<file path="config.mk">
export PLATFORM = sky130hd
export DESIGN_NAME = dc_pipe
export DESIGN_NICKNAME = d
export VERILOG_FILES = /design/src/rtl/dc_pipe.sv
export SDC_FILE = /design/constraint.sdc
export NUM_CORES = 1
export LEC_CHECK = 0
export CORE_AREA = 2 2 58 60
export DETAILED_ROUTE_END_ITERATION = 10
export DIE_AREA = 0 0 60 62
export DONT_BUFFER_PORTS = 1
export PLACE_DENSITY = 0.51
export SLEW_MARGIN = 20
export SYNTH_ARGS = -nofsm -noshare
export SYNTH_HDL_FRONTEND = slang
export SYNTH_SLANG_ARGS = --single-unit
</file>
<file path="constraint.sdc">
create_clock -name clk -period 3.1 [get_ports clk]
set_clock_uncertainty 0.2 [all_clocks]
set_input_delay 0.465 -clock clk [delete_from_list [all_inputs] [get_ports clk]]
set_output_delay 0.465 -clock clk [all_outputs]
set_load 0.01 [all_outputs]
</file>
<file path="src/rtl/dc_pipe.sv">
// dc_pipe: registered binary-to-one-hot/thermometer decoder with a two-entry skid output stage.
// Optional statistics counters are enabled by defining DC_PIPE_STATS_EN.
module dc_pipe #(
  parameter int IN_W       = 3,
  parameter int OUT_W      = 8,
  parameter int ACTIVE_LOW = 0,
  parameter int CNT_W      = 16
) (
  input  logic              clk,
  input  logic              rst,
  input  logic [IN_W-1:0]   inData,
  input  logic              inMode,
  input  logic              inValid,
  output logic              inReady,
  output logic [OUT_W-1:0]  outData,
  output logic              outErr,
  output logic              outValid,
  input  logic              outReady
`ifdef DC_PIPE_STATS_EN
  ,
  input  logic              statClr,
  output logic [CNT_W-1:0]  beatCnt,
  output logic [CNT_W-1:0]  errCnt
`endif
);

  typedef enum logic [1:0] {S_EMPTY, S_ONE, S_TWO} state_t;

  localparam logic [OUT_W-1:0] IDLE_WORD = (ACTIVE_LOW != 0) ? {OUT_W{1'b1}} : {OUT_W{1'b0}};

  state_t             r_state;
  state_t             w_state_nxt;
  logic               r_in_ready;
  logic [OUT_W-1:0]   r_main_data;
  logic               r_main_err;
  logic [OUT_W-1:0]   r_skid_data;
  logic               r_skid_err;

  logic               w_acc;
  logic               w_ohs;
  logic               w_load_main;
  logic               w_main_from_skid;
  logic               w_load_skid;
  logic [OUT_W:0]     w_dec;

  // Returns {err, word}; out-of-range codes give an all-zero word before inversion.
  function automatic logic [OUT_W:0] f_decode(input logic [IN_W-1:0] code, input logic mode);
    logic [OUT_W-1:0] word;
    logic             err;
    word = '0;
    err  = (int'(code) >= OUT_W);
    for (int i = 0; i < OUT_W; i++) begin
      if (!err) begin
        word[i] = mode ? (i <= int'(code)) : (i == int'(code));
      end
    end
    if (ACTIVE_LOW != 0) begin
      word = ~word;
    end
    return {err, word};
  endfunction

  assign w_dec    = f_decode(inData, inMode);
  assign outValid = (r_state != S_EMPTY);
  assign inReady  = r_in_ready;
  assign outData  = r_main_data;
  assign outErr   = r_main_err;
  assign w_acc    = inValid & r_in_ready;
  assign w_ohs    = outValid & outReady;

  always_ff @(posedge clk or posedge rst) begin
    if (rst) begin
      r_state    <= S_EMPTY;
      r_in_ready <= 1'b1;
    end else begin
      r_state    <= w_state_nxt;
      r_in_ready <= (w_state_nxt != S_TWO);
    end
  end

  always_comb begin
    w_state_nxt      = r_state;
    w_load_main      = 1'b0;
    w_main_from_skid = 1'b0;
    w_load_skid      = 1'b0;
    case (r_state)
      S_EMPTY: begin
        if (w_acc) begin
          w_state_nxt = S_ONE;
          w_load_main = 1'b1;
        end
      end
      S_ONE: begin
        if (w_acc && w_ohs) begin
          w_load_main = 1'b1;
        end else if (w_acc) begin
          w_state_nxt = S_TWO;
          w_load_skid = 1'b1;
        end else if (w_ohs) begin
          w_state_nxt = S_EMPTY;
        end
      end
      S_TWO: begin
        if (w_ohs) begin
          w_state_nxt      = S_ONE;
          w_load_main      = 1'b1;
          w_main_from_skid = 1'b1;
        end
      end
      default: w_state_nxt = S_EMPTY;
    endcase
  end

  always_ff @(posedge clk or posedge rst) begin
    if (rst) begin
      r_main_data <= IDLE_WORD;
      r_main_err  <= 1'b0;
      r_skid_data <= IDLE_WORD;
      r_skid_err  <= 1'b0;
    end else begin
      if (w_load_main) begin
        if (w_main_from_skid) begin
          r_main_data <= r_skid_data;
          r_main_err  <= r_skid_err;
        end else begin
          r_main_data <= w_dec[OUT_W-1:0];
          r_main_err  <= w_dec[OUT_W];
        end
      end
      if (w_load_skid) begin
        r_skid_data <= w_dec[OUT_W-1:0];
        r_skid_err  <= w_dec[OUT_W];
      end
    end
  end

`ifdef DC_PIPE_STATS_EN
  logic [CNT_W-1:0] r_beat_cnt;
  logic [CNT_W-1:0] r_err_cnt;

  // Saturating counters; a synchronous clear overrides any increment in the same cycle.
  always_ff @(posedge clk or posedge rst) begin
    if (rst) begin
      r_beat_cnt <= '0;
      r_err_cnt  <= '0;
    end else if (statClr) begin
      r_beat_cnt <= '0;
      r_err_cnt  <= '0;
    end else if (w_ohs) begin
      if (r_beat_cnt != {CNT_W{1'b1}}) r_beat_cnt <= r_beat_cnt + 1'b1;
      if (r_main_err && (r_err_cnt != {CNT_W{1'b1}})) r_err_cnt <= r_err_cnt + 1'b1;
    end
  end

  assign beatCnt = r_beat_cnt;
  assign errCnt  = r_err_cnt;
`endif

endmodule

</file>
; Word level (Yosys, flattened, before mapping)
; Cells that the tools add are included.
[word_totals]
reg_bits = 19
in_bits = 8
output_inout_bits = 11
elab_cells = 49
[classes]
n_lt_le_gt_ge = 7
eq_ne = 10
n_mux = 22
bitwise_logic = 2
reduce_logical = 4
[ops]
columns = cell, n
row1 = $mux 1, 14
row2 = $eq 3x3->1 const A, 4
row3 = $le 3x3->1 const A, 4
row4 = $mux 2, 5
row5 = $mux 8, 1
row6 = $eq 2x3->1 const A, 2
row7 = $le 2x3->1 const A, 2
row8 = $pmux 2 s3, 1
row9 = $eq 1x3->1 const A, 1
row10 = $le 1x3->1 const A, 1
row11 = $logic_not 3->1, 1
row12 = $pmux 1 s3, 1
row13 = $and 1x1->1, 2
row14 = $eq 2x1->1 const B, 1
row15 = $eq 2x2->1 const B, 1
row16 = $logic_not 2->1, 1
row17 = $ne 2x2->1 const B, 1
row18 = $reduce_bool 2->1, 1
row19 = $logic_and 1x1->1, 1

; Logic depth before layout (Yosys ltp)
[depth]
depth_word = 7
ltp_mapped = 5
mapped_depth_nobuf = 4

; Worst setup path after synthesis
; OpenSTA, ideal clock, no wires.
[synth_timing]
kind = register to register
startpoint = register r_in_ready (netlist: inReady)
endpoint = register r_main_data[0] (netlist: outData[0])
setup_ns = 0.125
arrival_time_ns = 1.394
t_required_ns = 2.775
path_slack_ns = 1.382
path_stages_with_launch = 5
synth_period_minus_slack_ns = 1.718
path_cell_list = dfstp_2 > nand3b_4 > a21bo_2 > o21ai_2 > mux2_2
[synth_via]
elab_chain_cells = 4
[synth_lines]
columns = element, line
row1 = "start, declared", 33  ; logic r_in_ready;
row2 = "start signal, assigned", 77  ; r_in_ready <= (w_state_nxt != S_TWO);
row3 = $and 1x1->1 (*), 68  ; assign w_acc = inValid & r_in_ready;
row4 = $logic_and 1x1->1, 94  ; if (w_acc && w_ohs) begin
row5 = $mux 1, 94
row6 = $pmux 1 s3 (*), 86  ; case (r_state)
row7 = "end signal, assigned", 123  ; r_main_data <= r_skid_data;
row8 = "end signal, assigned", 126  ; r_main_data <= w_dec[OUT_W-1:0];
row9 = "end, declared", 34  ; logic [OUT_W-1:0] r_main_data;
; Mark *: on every way between the ends. The rest lies on a longest branch, timed or not.
; A chain may end at the register's enable or synchronous reset.

; Worst setup path after layout
[layout_timing]
startpoint = register r_state[0]
endpoint = register r_main_data[6] (netlist: outData[6])
[layout_via]
elab_chain_cells = 5
[layout_lines]
columns = element, line
row1 = "start, declared", 31  ; state_t r_state;
row2 = "start signal, assigned", 76  ; r_state <= w_state_nxt;
row3 = $reduce_bool 2->1, 64  ; assign outValid = (r_state != S_EMPTY);
row4 = $and 1x1->1, 69  ; assign w_ohs = outValid & outReady;
row5 = $logic_and 1x1->1 or $mux 1 (tied branches), "94, 104"
row6 = "$mux 1, on equally long branches", "94, 86"
row7 = $pmux 1 s3 or $mux 8 (tied branches), "86, 122"
; Several ways; a longest one is shown, not always the timed one.

==> summary.md <==
| Metric | Value |
|---|---|
| Largest net degree at the start of global routing | 20 |
| Overall power | 826 uW |
| Chip Height | 62 um |
| # rows | 21 |
| Synth Register Bits | 19 |
| Worst Path Max Fanout | 10 |
| Root buf cell | clkbuf_4 |
| Number of vias per cell | roughly 4.5 |
| First-pass GRT wire length | around 3000 um |
| Cells after synthesis | 86 |
| RSZ-0062 raised after global routing | false |
| Clock Latency Late Sink | 290 ps |
| Period utilization | 0.643 |
| Clk sinks | 19 |
| Hold EP | inReady$_DFF_PP1_ |
| WHS Path Cells | 1 |
| Slowest CP cell | nand3b_1 |
| Drt pass-1 iters | 2 |
| Kind of critical path | flop to flop |
| Syn Nets | 94 |
| Grt ovf | 0 |
| I/O pin count | 19 |
| Final RePlAce weighted congestion | 0.725 |
| Critical Path, Cell by Cell | nand3b_1 -> mux2_4 -> mux2_2 |
| Tot GR Track Use | 0.112 |
| DRT iter0 DRCs | 12 |
| Layout cells sized above 1 | 0.352 |
| CP startpoint | r_state[0]$_DFF_PP0_ |
| Num CTS Buffers | 3 |
| Highest clock rate | between 500 and 600 MHz |
| Util after Layout | 0.339 |
| CTS Hold Bufs | 1 |
| Avg Cell Area, Syn | between 10 and 15 sq um |
| CTS tree | built |
| Max-cap viol count | 0 |
| Worst r2r path cells | 3 |
| Cts repair resizes | 0 |
| # setup viols final | 0 |
| Final Max Tran Viols | 0 |
| Fin cells | 134 |
| HPWL Detailed | around 1200 um |
| CP required | roughly 3100 ps |
| Synth unique cells | 27 |
| CP Capture Type | flop |
| Seq/Total Area, Yosys | 0.476 |
| Routed WL | 1790 um |
| Die Area | 3720 sq um |
| Nets | 97 |
| Final-layout fill cell count | 330 |
| Post-synthesis cell area | approximately 1000 sq um |
| DIE WIDTH | around 60 um |
| Antenna cells | 0 |
| WP data arrival | 1980 ps |
| Final hold viol count | 0 |
| Commonest non-fill, non-tap cell in the layout | dfrtp_1 |
| Routed Antenna Nets | 0 |
| Clk buf depth | 2 |
| Core ar. | 3180 sq um |
| Hold WC Path Type | primary input to flop |
| Reg-to-reg slack, setup | around 1100 ps |
| WL/cell | around 13 um |
| Worst slack, placed | approximately 1100 ps |
| Synthesis Warnings | 0 |
| Min-delay src | outReady |
| Commonest non-fill, non-tap cells in the layout | dfrtp_1 (18), mux2_2 (13), nor2_1 (8) |
| DRC errors left | 0 |
| Final WS setup | 1110 ps |
| Initial antenna violation count | 0 |
| Initial Util | 0.315 |
| Port-buffer cells | 0 |
| H-Tree Depth | 1 |
| Postcts setup bufs | 0 |
| Relative slew slack | 0.513 |
| Static Leak | between 0.4 and 0.5 nW |
| Worst r2r src | r_state[0]$_DFF_PP0_ |
| R2r endpoint | outData[6]$_DFFE_PP0P_ |
| Worst path max stage delay | about 520 ps |
| Worst-Margin Slew | 729 ps |
| Post-route cell area | roughly 1100 sq um |
| Layout area overhead | 7.49% |
| Hold WS | 61.1 ps |
| Tmin final | 1990 ps |
| Placed Cells | around 130 |
| Status | complete, no violations |
| Detailed-route via count | 606 |
| Clock transition at path regs | around 110 ps |
| Pwr/cell area | 767 nW/um^2 |
| VDD IR max | about 0.36 mV |
| Placement Cell Area | a little over 1000 sq um |
| Setup TNS | 0 ps |
| Vias in the first global route | ~640 |
| Startpoint types | flop |
-- cells in the mapped netlist, drive strengths merged --
cell / number / area, sq um
a21bo: 1 / 10.0
nand2: 5 / 18.8
clkbuf: 1 / 5.00
nor2b: 1 / 6.26
or2: 2 / 12.5
dfrtp: 18 / 450
nand3b: 2 / 27.5
nor2: 9 / 36.3
mux2i: 4 / 40.0
and3: 1 / 6.26
inv: 3 / 11.3
dfstp: 1 / 26.3
nand2b: 2 / 15.0
o21ai: 4 / 23.8
nor3: 1 / 5.00
a21o: 1 / 8.76
buf: 3 / 23.8
mux2: 19 / 236
conb: 1 / 3.75
a21oi: 7 / 35.0
-- final cells by class --
| class | instances | area [sq um] | share of cell area |
|---|---|---|---|
| Clock buffer | 4 | 26.3 | 0.0244 |
| Inverter | 3 | 11.3 | 0.0105 |
| Multi-Input combinational cell | 60 | 485 | 0.451 |
| Sequential cell | 19 | 477 | 0.443 |
| Tap cell | 46 | 57.6 | 0.0534 |
| Timing Repair Buffer | 2 | 20.0 | 0.0186 |
-- critical path: cells and delay by family (launching register included) --
family / cells / cell delay (ps)
DFF: 1 / 460
muxes: 2 / 700
and+or+nand+nor: 1 / 520
-- cell families after synthesis --
logic type,share of synthesized area
flip-flops,0.476
AO/OA/AOI/OAI,0.0774
other,0.00374
multiplexers,0.276
AND/OR/NAND/NOR,0.127
buffers and inverters,0.0399
-- report_power, final --
part	switching, mW	internal [mW]
clock	0.0744	0.0500
combinational	0.100	0.145
sequential	0.0980	0.358
total	0.273	0.553
-- worst max path at each step --
stage,to,slack (ps)
5_1_grt,outData[7]$_DFFE_PP0P_,990
2_1_floorplan,outData[0]$_DFFE_PP0P_,1380
6_report,outData[6]$_DFFE_PP0P_,1110
4_1_cts,outData[7]$_DFFE_PP0P_,1100
3_5_place_dp,outData[5]$_DFFE_PP0P_,1120
3_3_place_gp,outData[5]$_DFFE_PP0P_,1150
-- flip-flops by register name, summed over array words and instances, names as in the netlist --
signal,flops
inReady,1
outData,8
r_skid_data,8
r_state,2
-- layer usage --
layer	GRT usage	share of wire	vias up
li1	-	-	296
met1	0.121	0.44	296
met2	0.196	0.50	12
met3	0.0455	0.045	2
met4	0.0476	0.014	0
met5	0	0	-
Note: power is estimated with default switching activity, not from simulation.
